File: config.mk
export PLATFORM = sky130hd
export DESIGN_NAME = sp_pe_pipe
export DESIGN_NICKNAME = d
export VERILOG_FILES = /design/src/rtl/sp_pe_pipe.sv
export SDC_FILE = /design/constraint.sdc
export NUM_CORES = 1
export LEC_CHECK = 0
export ABC_AREA = 1
export ABC_CLOCK_PERIOD_IN_PS = 3350
export BUFFER_PORTS_ARGS = -buffer_cell sky130_fd_sc_hd__buf_2
export CAP_MARGIN = 20
export CORE_MARGIN = 4
export CORE_UTILIZATION = 38
export DETAILED_ROUTE_END_ITERATION = 8
export PLACE_DENSITY = 0.67
export SYNTH_ARGS = -nofsm -noshare
export SYNTH_HDL_FRONTEND = slang
export SYNTH_SLANG_ARGS = --single-unit
File: constraint.sdc
create_clock -name clk -period 3.35 [get_ports clk]
set_input_delay 0.1675 -clock clk [delete_from_list [all_inputs] [get_ports clk]]
set_output_delay 0.1675 -clock clk [all_outputs]
set_load 0.03 [all_outputs]
File: src/rtl/sp_pe_pipe.sv
// Pipelined sparse-row x dense-column dot-product PE: multiply stage, registered adder tree, row accumulator.
// Define SP_PE_SAT_EN to saturate the accumulator and the narrowed output instead of wrapping.
module sp_pe_pipe #(
   parameter int DATA_WIDTH = 8,
   parameter int NNZ_LANES  = 4,
   parameter int COL_DIM    = 8,
   parameter int ACC_WIDTH  = 24,
   parameter int FRAC_BITS  = 0,
   parameter int OUT_WIDTH  = 8,
   parameter int ROW_IDX_W  = 16,
   localparam int TREE_STAGES   = (NNZ_LANES > 1) ? $clog2(NNZ_LANES) : 0,
   localparam int COL_IDX_WIDTH = (COL_DIM > 1) ? $clog2(COL_DIM) : 1,
   localparam int CNT_W         = $clog2(NNZ_LANES) + 1
) (
   input  logic                                     clk,
   input  logic                                     rst,
   input  logic                                     in_valid,
   output logic                                     in_ready,
   input  logic [NNZ_LANES-1:0][COL_IDX_WIDTH-1:0]  in_col_idx,
   input  logic [NNZ_LANES-1:0][DATA_WIDTH-1:0]     in_value,
   input  logic [CNT_W-1:0]                         in_count,
   input  logic                                     in_last,
   input  logic [COL_DIM-1:0][DATA_WIDTH-1:0]       weight_i,
   output logic                                     out_valid,
   input  logic                                     out_ready,
   output logic [OUT_WIDTH-1:0]                     out_data,
   output logic [ROW_IDX_W-1:0]                     out_row_idx,
   output logic                                     out_sat,
   output logic                                     err_col_o
);

   localparam int PROD_W = 2 * DATA_WIDTH;
   localparam int SUM_W  = PROD_W + TREE_STAGES;

   typedef enum logic {IDLE, ACC} state_t;

   function automatic int nodes_at(input int level);
      return (NNZ_LANES + (1 << level) - 1) >> level;
   endfunction

   function automatic int clamp_idx(input int k);
      return (k < NNZ_LANES) ? k : NNZ_LANES - 1;
   endfunction

   logic                 en;
   logic [SUM_W-1:0]     node_d [TREE_STAGES+1][NNZ_LANES];
   logic [SUM_W-1:0]     node_q [TREE_STAGES+1][NNZ_LANES];
   logic [TREE_STAGES:0] vld_d, vld_q, last_d, last_q;
   logic                 err_col_d, err_col_q;

   state_t               state_d, state_q;
   logic [ACC_WIDTH-1:0] acc_d, acc_q, acc_total;
   logic                 out_valid_d, out_valid_q;
   logic [OUT_WIDTH-1:0] out_data_d, out_data_q;
   logic                 out_sat_d, out_sat_q;
   logic [ROW_IDX_W-1:0] row_idx_d, row_idx_q;
   logic [SUM_W-1:0]     sum_top;
   logic                 tree_valid, tree_last;

   assign en       = ~out_valid_q | out_ready;
   assign in_ready = en;

   // Level 0 holds the lane products; lanes at or beyond in_count contribute zero, which also clamps oversize counts.
   always_comb begin
      err_col_d = err_col_q;
      vld_d[0]  = in_valid;
      last_d[0] = in_last;
      for (int l = 1; l <= TREE_STAGES; l++) begin
         vld_d[l]  = vld_q[l-1];
         last_d[l] = last_q[l-1];
      end
      for (int i = 0; i < NNZ_LANES; i++) begin
         node_d[0][i] = '0;
         if (i < int'(in_count)) begin
            if (int'(in_col_idx[i]) < COL_DIM)
               node_d[0][i] = SUM_W'({{DATA_WIDTH{1'b0}}, in_value[i]} *
                                     {{DATA_WIDTH{1'b0}}, weight_i[in_col_idx[i]]});
            else if (in_valid && en)
               err_col_d = 1'b1;
         end
      end
      for (int l = 1; l <= TREE_STAGES; l++) begin
         for (int i = 0; i < NNZ_LANES; i++) begin
            node_d[l][i] = '0;
            if (2*i + 1 < nodes_at(l-1))
               node_d[l][i] = node_q[l-1][clamp_idx(2*i)] + node_q[l-1][clamp_idx(2*i+1)];
            else if (2*i < nodes_at(l-1))
               node_d[l][i] = node_q[l-1][clamp_idx(2*i)];
         end
      end
   end

   always_ff @(posedge clk or posedge rst) begin
      if (rst) begin
         for (int l = 0; l <= TREE_STAGES; l++)
            for (int i = 0; i < NNZ_LANES; i++)
               node_q[l][i] <= '0;
         vld_q     <= '0;
         last_q    <= '0;
         err_col_q <= 1'b0;
      end else begin
         err_col_q <= err_col_d;
         if (en) begin
            node_q <= node_d;
            vld_q  <= vld_d;
            last_q <= last_d;
         end
      end
   end

   assign sum_top    = node_q[TREE_STAGES][0];
   assign tree_valid = vld_q[TREE_STAGES];
   assign tree_last  = last_q[TREE_STAGES];

   // Row accumulator FSM; a pending result is only replaced once it has been handed off (en).
   always_comb begin
      state_d     = state_q;
      acc_d       = acc_q;
      out_valid_d = out_valid_q & ~out_ready;
      out_data_d  = out_data_q;
      out_sat_d   = out_sat_q;
      row_idx_d   = row_idx_q + ROW_IDX_W'(out_valid_q & out_ready);
`ifdef SP_PE_SAT_EN
      begin
         logic [ACC_WIDTH:0]   acc_wide;
         logic [ACC_WIDTH-1:0] r;
         acc_wide  = (ACC_WIDTH+1)'((state_q == ACC) ? acc_q : '0) + (ACC_WIDTH+1)'(sum_top);
         acc_total = acc_wide[ACC_WIDTH] ? '1 : acc_wide[ACC_WIDTH-1:0];
         r         = acc_total >> FRAC_BITS;
         if (en && tree_valid && tree_last) begin
            if ((r >> OUT_WIDTH) != '0) begin
               out_data_d = '1;
               out_sat_d  = 1'b1;
            end else begin
               out_data_d = OUT_WIDTH'(r);
               out_sat_d  = 1'b0;
            end
         end
      end
`else
      acc_total = ((state_q == ACC) ? acc_q : '0) + ACC_WIDTH'(sum_top);
      if (en && tree_valid && tree_last) begin
         out_data_d = OUT_WIDTH'(acc_total >> FRAC_BITS);
         out_sat_d  = 1'b0;
      end
`endif
      if (en && tree_valid) begin
         case (state_q)
            IDLE, ACC: begin
               if (tree_last) begin
                  out_valid_d = 1'b1;
                  acc_d       = '0;
                  state_d     = IDLE;
               end else begin
                  acc_d   = acc_total;
                  state_d = ACC;
               end
            end
            default: state_d = IDLE;
         endcase
      end
   end

   always_ff @(posedge clk or posedge rst) begin
      if (rst) begin
         state_q     <= IDLE;
         acc_q       <= '0;
         out_valid_q <= 1'b0;
         out_data_q  <= '0;
         out_sat_q   <= 1'b0;
         row_idx_q   <= '0;
      end else begin
         state_q     <= state_d;
         acc_q       <= acc_d;
         out_valid_q <= out_valid_d;
         out_data_q  <= out_data_d;
         out_sat_q   <= out_sat_d;
         row_idx_q   <= row_idx_d;
      end
   end

   assign out_valid   = out_valid_q;
   assign out_data    = out_data_q;
   assign out_sat     = out_sat_q;
   assign out_row_idx = row_idx_q;
   assign err_col_o   = err_col_q;

endmodule

==> flow_summary.yaml <==
grt:
  first_global_vias: 11900
  antenna_found_initial: 0
  track_usage: 0.221
  grt_pass1_wl_mm: 58.7
  grt_max_degree: 80
  grt_overflow_total: 0
logic_synthesis:
  yosysUniqueCellTypes: 42
  synth_ff_type: "dfrtp_1"
  yosys_warnings: 0
  avgSynthCellArea_um2: 6.89
  syn_inst: 1625
  synthSimpleGateAreaFrac: 0.261
  syn-cell-area_um2: 11200
  synth_edf_count: 0
  synth_mux_area_frac: 0
  synthAdderAreaFrac: 0.198
  synth_compound_area_frac: 0.145
  yosysTopAreaCellShare: 0.215
  seq_area_frac_synth: 0.215
  postSynth.asyncResetShare: 1.00
  synth_top_family_by_area: "simple AND/OR/NAND/NOR gates"
  netlist_top_cells_area: "dfrtp_1 (21%), nand2_1 (12%), ha_1 (11%)"
  yosys.area.top_type: "dfrtp_1"
  synth_seq_cells: 96
  synth_xor_xnor_area_share: 0.0446
place:
  dpl_cell_area_um2: 13900
  place_inst: 2307
  gp_congestion: 1.06
  portBuffers: 141
  pre_cts_ws_ns: -1.01
  dp_hpwl_mm: 30.4
detailed_routing:
  wl_met1_mm: 15.8
  first_iter_violations: 846
  firstDrtPassIters: 5
  ant_nets: 0
  postRouteWirelength_mm: 37.1
  vias: 11900
  viasPerCell: 5.07
  drcViolationCount: 0
  wire_per_inst_um: 15.8
  dr_wl_met2_mm: 17.6
  met3_length_mm: 2.14
  highest_layer: "met4"
sta:
  rsz0062_at_grt: "yes"
  period_minus_slack_ns: 4.02
  fin_crit_sh: 1.20
  finalClockSkew_ns: 0.00496
  finalSetupTns_ns: -3.61
  report.final.hold_viol_count: 0
  fmax_ghz: 0.249
  timing.final.ws_setup_ns: -0.672
  slew_violations: 0
  max_slew_margin: 0.488
  setup_viol: 10
  tightest_slew_ns: 0.768
critical_path:
  required_ns: 3.59
  crit_type: "in2reg"
  rrSetupSlack_ns: 1.05
  cp_slowest_stage_delay_ns: 0.54
  critical_path.slowest_cell: "fa_1"
  crit_path_start: "weight_i[12]"
  critical_path_buf_inv_count: 6
  cp_max_fo: 4
  cp.arrival_ns: 4.26
  path_common_cell: "inv_2"
  cp_top_family: "adder cells"
  cp-start-kind: "input pin"
  endpoint_kind: "flip-flop"
  reg2reg_from: "state_q"
final_layout:
  fin_nets: 2225
  utilization: 0.526
  drive_above_1_share: 0.312
  syn_to_final_growth_pct: 35.7
  finalInstanceArea_um2: 15200
  diodes: 0
  instances_no_fill: 2352
outcome:
  violations: "negative setup slack"
  status: "complete, but fails checks"
clock_network:
  cts_root_buffer: "clkbuf_16"
  clk_pin_slew_worst_paths_ns: 0.07
  htree_num_levels: 3
  clk_latency_ns: 0.34
  cts_tree: "done"
  clkSinkCount: 96
  numCtsBuffers: 9
  cts_buffer_depth: 2
flow_run:
  drv_cap: 0
floorplanning:
  core_um2: 28900
  start_util: 0.388
  die_area_um2: 32300
  fp.dieW_um: 180
  fp.dieH_um: 180
  rows: 62
  ios: 144
power:
  p_leak_nw: 8.14
  ir_worst_vdd_mv: 0.383
  power_density_nw_per_um2: 572
min_path:
  min_from: "in_valid"
  hold_class: "in2reg"
[final timing paths]
| kind | to | depth (start not counted) |
|---|---|---|
| worst min register to register | vld_q[1] | 2 |
| worst max-delay path | node_q[187] | 26 |
| max in group asynchronous | node_q[144] | 4 |
| min in group asynchronous | out_row_idx[15] | 3 |
| worst min-delay path | vld_q[0] | 3 |
| worst max register to register | out_data[7] | 11 |
[cell type report]
type	count	area, um2
clock buffers	11	243
fillers	2813	13700
inverters	297	1130
multi-input cells	1176	7930
repair buffers	383	2930
well taps	384	480
clock inverters	5	78.8
flip-flops and latches	96	2400
[Yosys cell counts (5+ instances only)]
cell type	n
clkbuf_1	12
buf_6	21
o21ai_0	117
buf_2	15
a22o_1	10
dfrtp_1	96
ha_1	94
nand3b_1	8
buf_4	5
o211ai_1	37
nor2_2	6
nand2_2	19
a21oi_1	85
nand2_1	365
nand4_1	11
nand3_1	115
inv_1	282
xor2_1	40
inv_2	12
nand3_2	10
xnor2_1	17
o21ai_1	20
nor2_1	143
fa_1	52
[stage by stage]
step,hold WS (ns),total power (W)
CTS,0.0253,0.00845
detailed placement,0.297,0.00704
global placement,0.285,0.00687
floorplan,0.277,0.00545
global route,0.0310,0.00952
finish,0.0244,0.00869
[cell families after synthesis]
kind of cell	Yosys count
buffers and inverters	354
DFF	96
adders and majority gates	146
and+or+nand+nor	684
xor gates and xnor gates	57
AOI/OAI and AO/OA	287
other	1
[report_power, final]
group / internal (W) / switching, W
registers: 0.00163 / 0.000323
logic: 0.00248 / 0.00315
clock network: 0.000675 / 0.000432
total: 0.00479 / 0.00390
[flip-flops by register name, summed over array words and instances (netlist names)]
| name | flops |
|---|---|
| sum_top | 8 |
| node_q | 48 |
| acc_q | 8 |
| out_data | 8 |
| out_row_idx | 16 |
| out_valid | 1 |
| state_q | 1 |
| vld_q | 3 |
| last_q | 3 |
[timing repair]
| action | CTS | global route |
|---|---|---|
| endpoints found under the setup margin | 11 | 12 |
| pin swaps | 65 | 100 |
| gates resized for setup | 94 | 89 |
| cloned | 5 | 2 |
| endpoints found under the hold margin | 47 | 0 |
| setup buffers | 8 | 19 |
| hold buffers | 1 | 0 |
[cells in the final DEF, fill, tap and decap left out, drive strengths merged, types with 17 or more instances in the layout]
| cell | n |
|---|---|
| nor2 | 149 |
| o211ai | 37 |
| xor2 | 40 |
| fa | 52 |
| ha | 94 |
| dfrtp | 96 |
| o21ai | 138 |
| nand3 | 125 |
| a21oi | 85 |
| xnor2 | 17 |
| inv | 295 |
| buf | 379 |
| nand2 | 386 |
[worst register-to-register path, stage by stage, from the launching register on]
cell     delay, ns
dfrtp_1       0.48
nand2_1       0.11
inv_1         0.04
ha_1          0.33
a21oi_1       0.16
nand2_1       0.09
a21oi_1       0.15
o21ai_0       0.15
a21o_1        0.19
a21oi_1       0.16
xor2_1        0.20
o21ai_0       0.10
[layer usage]
layer,GRT usage,up-vias
li1,-,5837
met1,0.286,5553
met2,0.376,429
met3,0.0210,99
met4,0.0984,0
met5,0,-
No activity file was read; power rests on OpenSTA's default activity.
